$ cat src/rtl/seg_pkg.sv
// Shared constants for the multiplexed seven-segment scan driver:
// hex glyph table, segment bit positions and the default slot length.
package seg_pkg;

  localparam int SEG_A  = 0;
  localparam int SEG_B  = 1;
  localparam int SEG_C  = 2;
  localparam int SEG_D  = 3;
  localparam int SEG_E  = 4;
  localparam int SEG_F  = 5;
  localparam int SEG_G  = 6;
  localparam int SEG_DP = 7;

  localparam int DEFAULT_SLOT_LOG2 = 14;

  // Active-high {g,f,e,d,c,b,a}; 'b' and 'd' are the lower-case forms.
  localparam logic [6:0] GLYPH_TABLE [16] = '{
    7'h3F, 7'h06, 7'h5B, 7'h4F, 7'h66, 7'h6D, 7'h7D, 7'h07,
    7'h7F, 7'h6F, 7'h77, 7'h7C, 7'h39, 7'h5E, 7'h79, 7'h71
  };

endpackage

$ cat src/rtl/seg_hex_decoder.sv
// Combinational nibble-to-segment decoder producing active-high {dp,g..a};
// a blanked digit keeps its decimal point.
module seg_hex_decoder
  import seg_pkg::*;
(
  input  logic [3:0] nibble,
  input  logic       dp,
  input  logic       blank,
  output logic [7:0] seg
);

  // Glyph lookup with blanking of the a-g segments only.
  always_comb begin
    seg = 8'h00;
    if (blank) begin
      seg[SEG_G:SEG_A] = 7'h00;
    end else begin
      seg[SEG_G:SEG_A] = GLYPH_TABLE[nibble];
    end
    seg[SEG_DP] = dp;
  end

endmodule

$ cat src/rtl/seg_scan_driver.sv
// Multiplexed N-digit seven-segment scanner with tear-free frame-aligned
// loading, leading-zero blanking, 16-level PWM brightness and frame strobe.
module seg_scan_driver
  import seg_pkg::*;
#(
  parameter int NUM_DIGITS    = 8,
  parameter int SLOT_LOG2     = DEFAULT_SLOT_LOG2,
  parameter bit ANODE_ACT_LOW = 1'b1,
  parameter bit SEG_ACT_LOW   = 1'b1
) (
  input  logic                    clk,
  input  logic                    rst,
  input  logic [4*NUM_DIGITS-1:0] value_in,
  input  logic [NUM_DIGITS-1:0]   dp_in,
  input  logic                    load,
  input  logic                    blank_lz,
  input  logic [3:0]              brightness,
  input  logic                    enable,
  output logic [NUM_DIGITS-1:0]   anode,
  output logic [7:0]              cathode,
  output logic                    frame_done
);

  localparam int IDX_W = (NUM_DIGITS > 1) ? $clog2(NUM_DIGITS) : 1;
  localparam logic [IDX_W-1:0]      LAST_IDX    = IDX_W'(NUM_DIGITS - 1);
  localparam logic [SLOT_LOG2-1:0]  SLOT_MAX    = {SLOT_LOG2{1'b1}};
  localparam logic [NUM_DIGITS-1:0] ANODE_OFF   = {NUM_DIGITS{ANODE_ACT_LOW}};
  localparam logic [7:0]            CATHODE_OFF = {8{SEG_ACT_LOW}};

  logic [SLOT_LOG2-1:0]        slot_cnt_r;
  logic [IDX_W-1:0]            digit_idx_r;
  logic [NUM_DIGITS-1:0][3:0]  pend_val_r;
  logic [NUM_DIGITS-1:0]       pend_dp_r;
  logic                        pend_valid_r;
  logic [NUM_DIGITS-1:0][3:0]  disp_val_r;
  logic [NUM_DIGITS-1:0]       disp_dp_r;
  logic [NUM_DIGITS-1:0]       anode_r;
  logic [7:0]                  cathode_r;
  logic                        frame_done_r;

  logic                  slot_wrap_s;
  logic                  frame_end_s;
  logic [NUM_DIGITS-1:0] blank_vec_s;
  logic [NUM_DIGITS-1:0] onehot_s;
  logic [3:0]            digit_nib_s;
  logic                  digit_dp_s;
  logic                  digit_blank_s;
  logic                  pwm_on_s;
  logic [7:0]            seg_s;

  assign slot_wrap_s   = enable && (slot_cnt_r == SLOT_MAX);
  assign frame_end_s   = slot_wrap_s && (digit_idx_r == LAST_IDX);
  assign digit_nib_s   = disp_val_r[digit_idx_r];
  assign digit_dp_s    = disp_dp_r[digit_idx_r];
  assign digit_blank_s = blank_vec_s[digit_idx_r];
  assign pwm_on_s      = (slot_cnt_r[SLOT_LOG2-1 -: 4] <= brightness);
  assign onehot_s      = {{(NUM_DIGITS-1){1'b0}}, 1'b1} << digit_idx_r;

  // A digit is a leading zero when it and every digit to its left are zero.
  always_comb begin
    logic zero_above;
    zero_above  = 1'b1;
    blank_vec_s = {NUM_DIGITS{1'b0}};
    for (int i = NUM_DIGITS - 1; i >= 0; i--) begin
      zero_above     = zero_above & (disp_val_r[i] == 4'h0);
      blank_vec_s[i] = blank_lz & zero_above & (i != 0);
    end
  end

  seg_hex_decoder u_dec (
    .nibble (digit_nib_s),
    .dp     (digit_dp_s),
    .blank  (digit_blank_s),
    .seg    (seg_s)
  );

  // Slot counter, digit rotation and frame strobe.
  always_ff @(posedge clk) begin
    if (rst) begin
      slot_cnt_r   <= {SLOT_LOG2{1'b0}};
      digit_idx_r  <= {IDX_W{1'b0}};
      frame_done_r <= 1'b0;
    end else begin
      frame_done_r <= frame_end_s;
      if (enable) begin
        slot_cnt_r <= slot_cnt_r + {{(SLOT_LOG2-1){1'b0}}, 1'b1};
      end else begin
        slot_cnt_r <= slot_cnt_r;
      end
      if (slot_wrap_s) begin
        if (digit_idx_r == LAST_IDX) begin
          digit_idx_r <= {IDX_W{1'b0}};
        end else begin
          digit_idx_r <= digit_idx_r + {{(IDX_W-1){1'b0}}, 1'b1};
        end
      end else begin
        digit_idx_r <= digit_idx_r;
      end
    end
  end

  // Shadow loading: a new load overrides the clear, so data loaded on the
  // boundary cycle waits for the next frame while display takes the old one.
  always_ff @(posedge clk) begin
    if (rst) begin
      pend_val_r   <= {(4*NUM_DIGITS){1'b0}};
      pend_dp_r    <= {NUM_DIGITS{1'b0}};
      pend_valid_r <= 1'b0;
      disp_val_r   <= {(4*NUM_DIGITS){1'b0}};
      disp_dp_r    <= {NUM_DIGITS{1'b0}};
    end else begin
      if (frame_end_s && pend_valid_r) begin
        disp_val_r   <= pend_val_r;
        disp_dp_r    <= pend_dp_r;
        pend_valid_r <= 1'b0;
      end else begin
        disp_val_r <= disp_val_r;
        disp_dp_r  <= disp_dp_r;
      end
      if (load) begin
        pend_val_r   <= value_in;
        pend_dp_r    <= dp_in;
        pend_valid_r <= 1'b1;
      end else begin
        pend_val_r <= pend_val_r;
        pend_dp_r  <= pend_dp_r;
      end
    end
  end

  // Anode and cathode registered together so digit changes are glitch-free.
  always_ff @(posedge clk) begin
    if (rst) begin
      anode_r   <= ANODE_OFF;
      cathode_r <= CATHODE_OFF;
    end else if (!enable) begin
      anode_r   <= ANODE_OFF;
      cathode_r <= CATHODE_OFF;
    end else begin
      anode_r   <= (pwm_on_s ? onehot_s : {NUM_DIGITS{1'b0}}) ^ ANODE_OFF;
      cathode_r <= seg_s ^ CATHODE_OFF;
    end
  end

  assign anode      = anode_r;
  assign cathode    = cathode_r;
  assign frame_done = frame_done_r;

endmodule

$ cat config.mk
export PLATFORM = sky130hd
export DESIGN_NAME = seg_scan_driver
export DESIGN_NICKNAME = d
export VERILOG_FILES = /design/src/rtl/seg_pkg.sv /design/src/rtl/seg_hex_decoder.sv /design/src/rtl/seg_scan_driver.sv
export SDC_FILE = /design/constraint.sdc
export NUM_CORES = 1
export LEC_CHECK = 0
export CAP_MARGIN = 15
export CORE_MARGIN = 5
export CORE_UTILIZATION = 50
export DETAILED_ROUTE_END_ITERATION = 10
export PLACE_DENSITY = 0.74
export SLEW_MARGIN = 40
export SYNTH_ARGS = -nofsm -noshare
export SYNTH_HDL_FRONTEND = slang
export SYNTH_SLANG_ARGS = --single-unit
$ cat constraint.sdc
create_clock -name clk -period 3.4 [get_ports clk]
set_clock_uncertainty 0.1 [all_clocks]
set_input_delay 0.51 -clock clk [delete_from_list [all_inputs] [get_ports clk]]
set_output_delay 0.51 -clock clk [all_outputs]
set_load 0.05 [all_outputs]
==> impl_metrics.env <==
export IMPL_synthFlopType="dfxtp_1"
export IMPL_rows=35
export IMPL_synth_compound_area_share_pct=8.022
export IMPL_setup_violations=0
export IMPL_vias=3706
export IMPL_grt_use_met1_pct=23.85
export IMPL_yosysSeqAreaShare_pct=47.77
export IMPL_area_growth_pct=27.47
export IMPL_ys_ff_latch=115
export IMPL_clock_path_buffers=2
export IMPL_netlist_area_mm2=0.004820
export IMPL_ios=66
export IMPL_busiest_layer="met2"
export IMPL_critPathKind="register to register"
export IMPL_post_route_period_util_pct=71.67
export IMPL_cts_root_buf="clkbuf_8"
export IMPL_worstMarginPinSlew_ps=697.4
export IMPL_tns_ps=0
export IMPL_finalHoldViolations=0
export IMPL_drc_errors=0
export IMPL_min_delay_path_class="primary input to register"
export IMPL_fmax_mhz=410.4
export IMPL_grt_use_total_pct=18.03
export IMPL_maxCapViolCount=0
export IMPL_synth_warnings=0
export IMPL_cts_buffers=17
export IMPL_p_leak_nw=2.429
export IMPL_yosys_area_share_simple_pct=17.63
export IMPL_grt_pass1_vias=3598
export IMPL_final_cell_mix="115 x dfxtp_1, 93 x nand2_1, 64 x nor2_1"
export IMPL_antenna_found_initial=0
export IMPL_antenna_left=0
export IMPL_core_area_mm2=0.009328
export IMPL_rsz0062_at_grt="false"
export IMPL_diodes=0
export IMPL_syn_num_nets=579
export IMPL_synth_edf_count=0
export IMPL_dieArea_mm2=0.01170
export IMPL_htree_levels=4
export IMPL_post_cts_resize_count=0
export IMPL_critical_path_buf_inv_count=1
export IMPL_grt_use_met3_pct=5.075
export IMPL_grt_pass1_wl_mm=16.82
export IMPL_cp_top_family="multiplexers"
export IMPL_grtUsageMet2_pct=28.11
export IMPL_final_common_cell="dfxtp_1"
export IMPL_cts_tree="done"
export IMPL_avgRoutedWirePerCell_um=14.26
export IMPL_required_ps=3690
export IMPL_initial_core_util_pct=51.67
export IMPL_via_per_inst=5.176
export IMPL_vdd_ir_drop_max_mv=0.3856
export IMPL_numPortBuffers=65
export IMPL_worst_path_max_delay_cell="dfxtp_1"
export IMPL_start_kind="register"
export IMPL_clk_pin_slew_ps=60
export IMPL_dpl_hpwl_mm=6.825
export IMPL_cellPowerDensity_mw_per_mm2=547.6
export IMPL_drt_wl_total_mm=10.21
export IMPL_avgSynthCellArea_um2=9.395
export IMPL_total_power_w=0.003364
export IMPL_first_pass_iters=4
export IMPL_place_ws_ps=710.9
export IMPL_worstPathArrival_ps=2720
export IMPL_status="complete, no violations"
export IMPL_synth_top_family_by_area="simple AND/OR/NAND/NOR gates"
export IMPL_fillerInstances=759
export IMPL_insertion_delay_ps=510
export IMPL_synth_xor_area_share_pct=2.362
export IMPL_grt_max_degree=100
export IMPL_cts_hold_buffers=0
export IMPL_die_h_um=108.2
export IMPL_relSlewSlack_pct=53.41
export IMPL_overflow=0
export IMPL_clock_sinks=115
export IMPL_layout_drive_gt1_share_pct=9.199
export IMPL_gp_congestion=0.8179
export IMPL_cp_end_kind="register"
export IMPL_cp_max_fo=15
export IMPL_finalMaxSlewViolations=0
export IMPL_syn_inst=513
export IMPL_layout_nets=640
export IMPL_synth_mux_area_share_pct=15.50
export IMPL_cpPeakStageDelay_ps=560
export IMPL_period_minus_slack_ps=2437
export IMPL_dr_first_iter_drc_count=241
export IMPL_die_x_um=108.2
export IMPL_postCtsSetupRepairBufs=0
export IMPL_synth_fa_ha_area_share_pct=4.413
export IMPL_synth_async_reset_ratio_pct=0
export IMPL_synthDistinctLibCells=43
export IMPL_crit_chain="buf_4 -> mux4_2 -> mux2i_4 -> nand2_1 -> a21oi_1 -> o31ai_2"
export IMPL_fin_hold_ws_ps=296.6
export IMPL_fin_ws_ps=963.3
[synth_stat cells, types with 3 or more instances]
cell / n / share of area (%)
buf_2: 4 / 0.42
mux4_2: 4 / 1.9
o21a_1: 3 / 0.47
mux4_1: 5 / 2.7
nor4_1: 6 / 0.78
inv_1: 11 / 0.86
buf_4: 5 / 0.78
xor2_1: 7 / 1.3
nand3_1: 5 / 0.52
mux2i_1: 48 / 10
a21oi_1: 49 / 5.1
o211ai_1: 4 / 0.62
clkbuf_1: 14 / 1.1
nand2_1: 93 / 7.2
dfxtp_1: 115 / 48
xnor2_1: 6 / 1.1
ha_1: 17 / 4.4
nand4_1: 13 / 1.7
nor2_1: 64 / 5.0
buf_1: 7 / 0.55
[final timing paths]
kind,start,to,slack [ps],depth (start not counted)
setup / recovery,digit_idx_r[0],cathode[0],960,6
setup reg to reg,digit_idx_r[0],cathode[0],960,6
hold reg to reg,disp_dp_r[4],disp_dp_r[4],350,2
hold / removal,rst,cathode[7],300,3
[logic make-up after synthesis]
family | count (synthesis)
compound gates | 67
xor+xnor | 13
fa+ha+maj | 17
buf+inv | 45
flops | 115
mux | 59
simple gates | 197
[power by group]
group / internal, W / switching, W / leakage, nW / total (W)
clock network: 0.00114 / 0.000639 / 0.288 / 0.00178
logic: 0.0000943 / 0.0000820 / 1.20 / 0.000176
registers: 0.00138 / 0.0000214 / 0.937 / 0.00141
[stage by stage]
| stage | area, µm² | cells | utilization [%] |
|---|---|---|---|
| after CTS | 6143 | 716 | 65.86 |
| after global routing | 6143 | 716 | 65.86 |
| after global placement | 5530 | 684 | 59.29 |
| final | 6143 | 716 | 65.86 |
| after detailed placement | 5537 | 684 | 59.36 |
| after floorplan | 4820 | 513 | - |
[layout make-up]
cell class                 count  area, µm²  area share, %
tap                          129      161.4          2.627
clock inverter                14      178.9          2.912
clock buffer                  18      427.9          6.965
inverter                      13      48.80         0.7943
timing repair buffer          74      714.4          11.63
sequential                   115       2302          37.47
multi-input combinational    353       2310          37.60
[sequential cells by signal (all words and copies together) (netlist names)]
name and count:
disp_val_r 32, pend_valid_r 1, frame_done 1, cathode 8, disp_dp_r 8, pend_dp_r 8
slot_cnt_r 14, digit_idx_r 3, pend_val_r 32, anode 8
[worst reg2reg max path: cells and delay by family, from the launching register on]
kind,cells,cell delay [ps]
compound gates,2,290
buf+inv,1,250
flops,1,560
mux,2,940
simple gates,1,180
[metal layers]
layer / share of wire, % / up-vias
met4: 1.4 / 0
met1: 45 / 1718
met2: 49 / 96
met3: 4.6 / 10
met5: 0 / -
li1: - / 1882
Power figures use the tool's default switching activity.
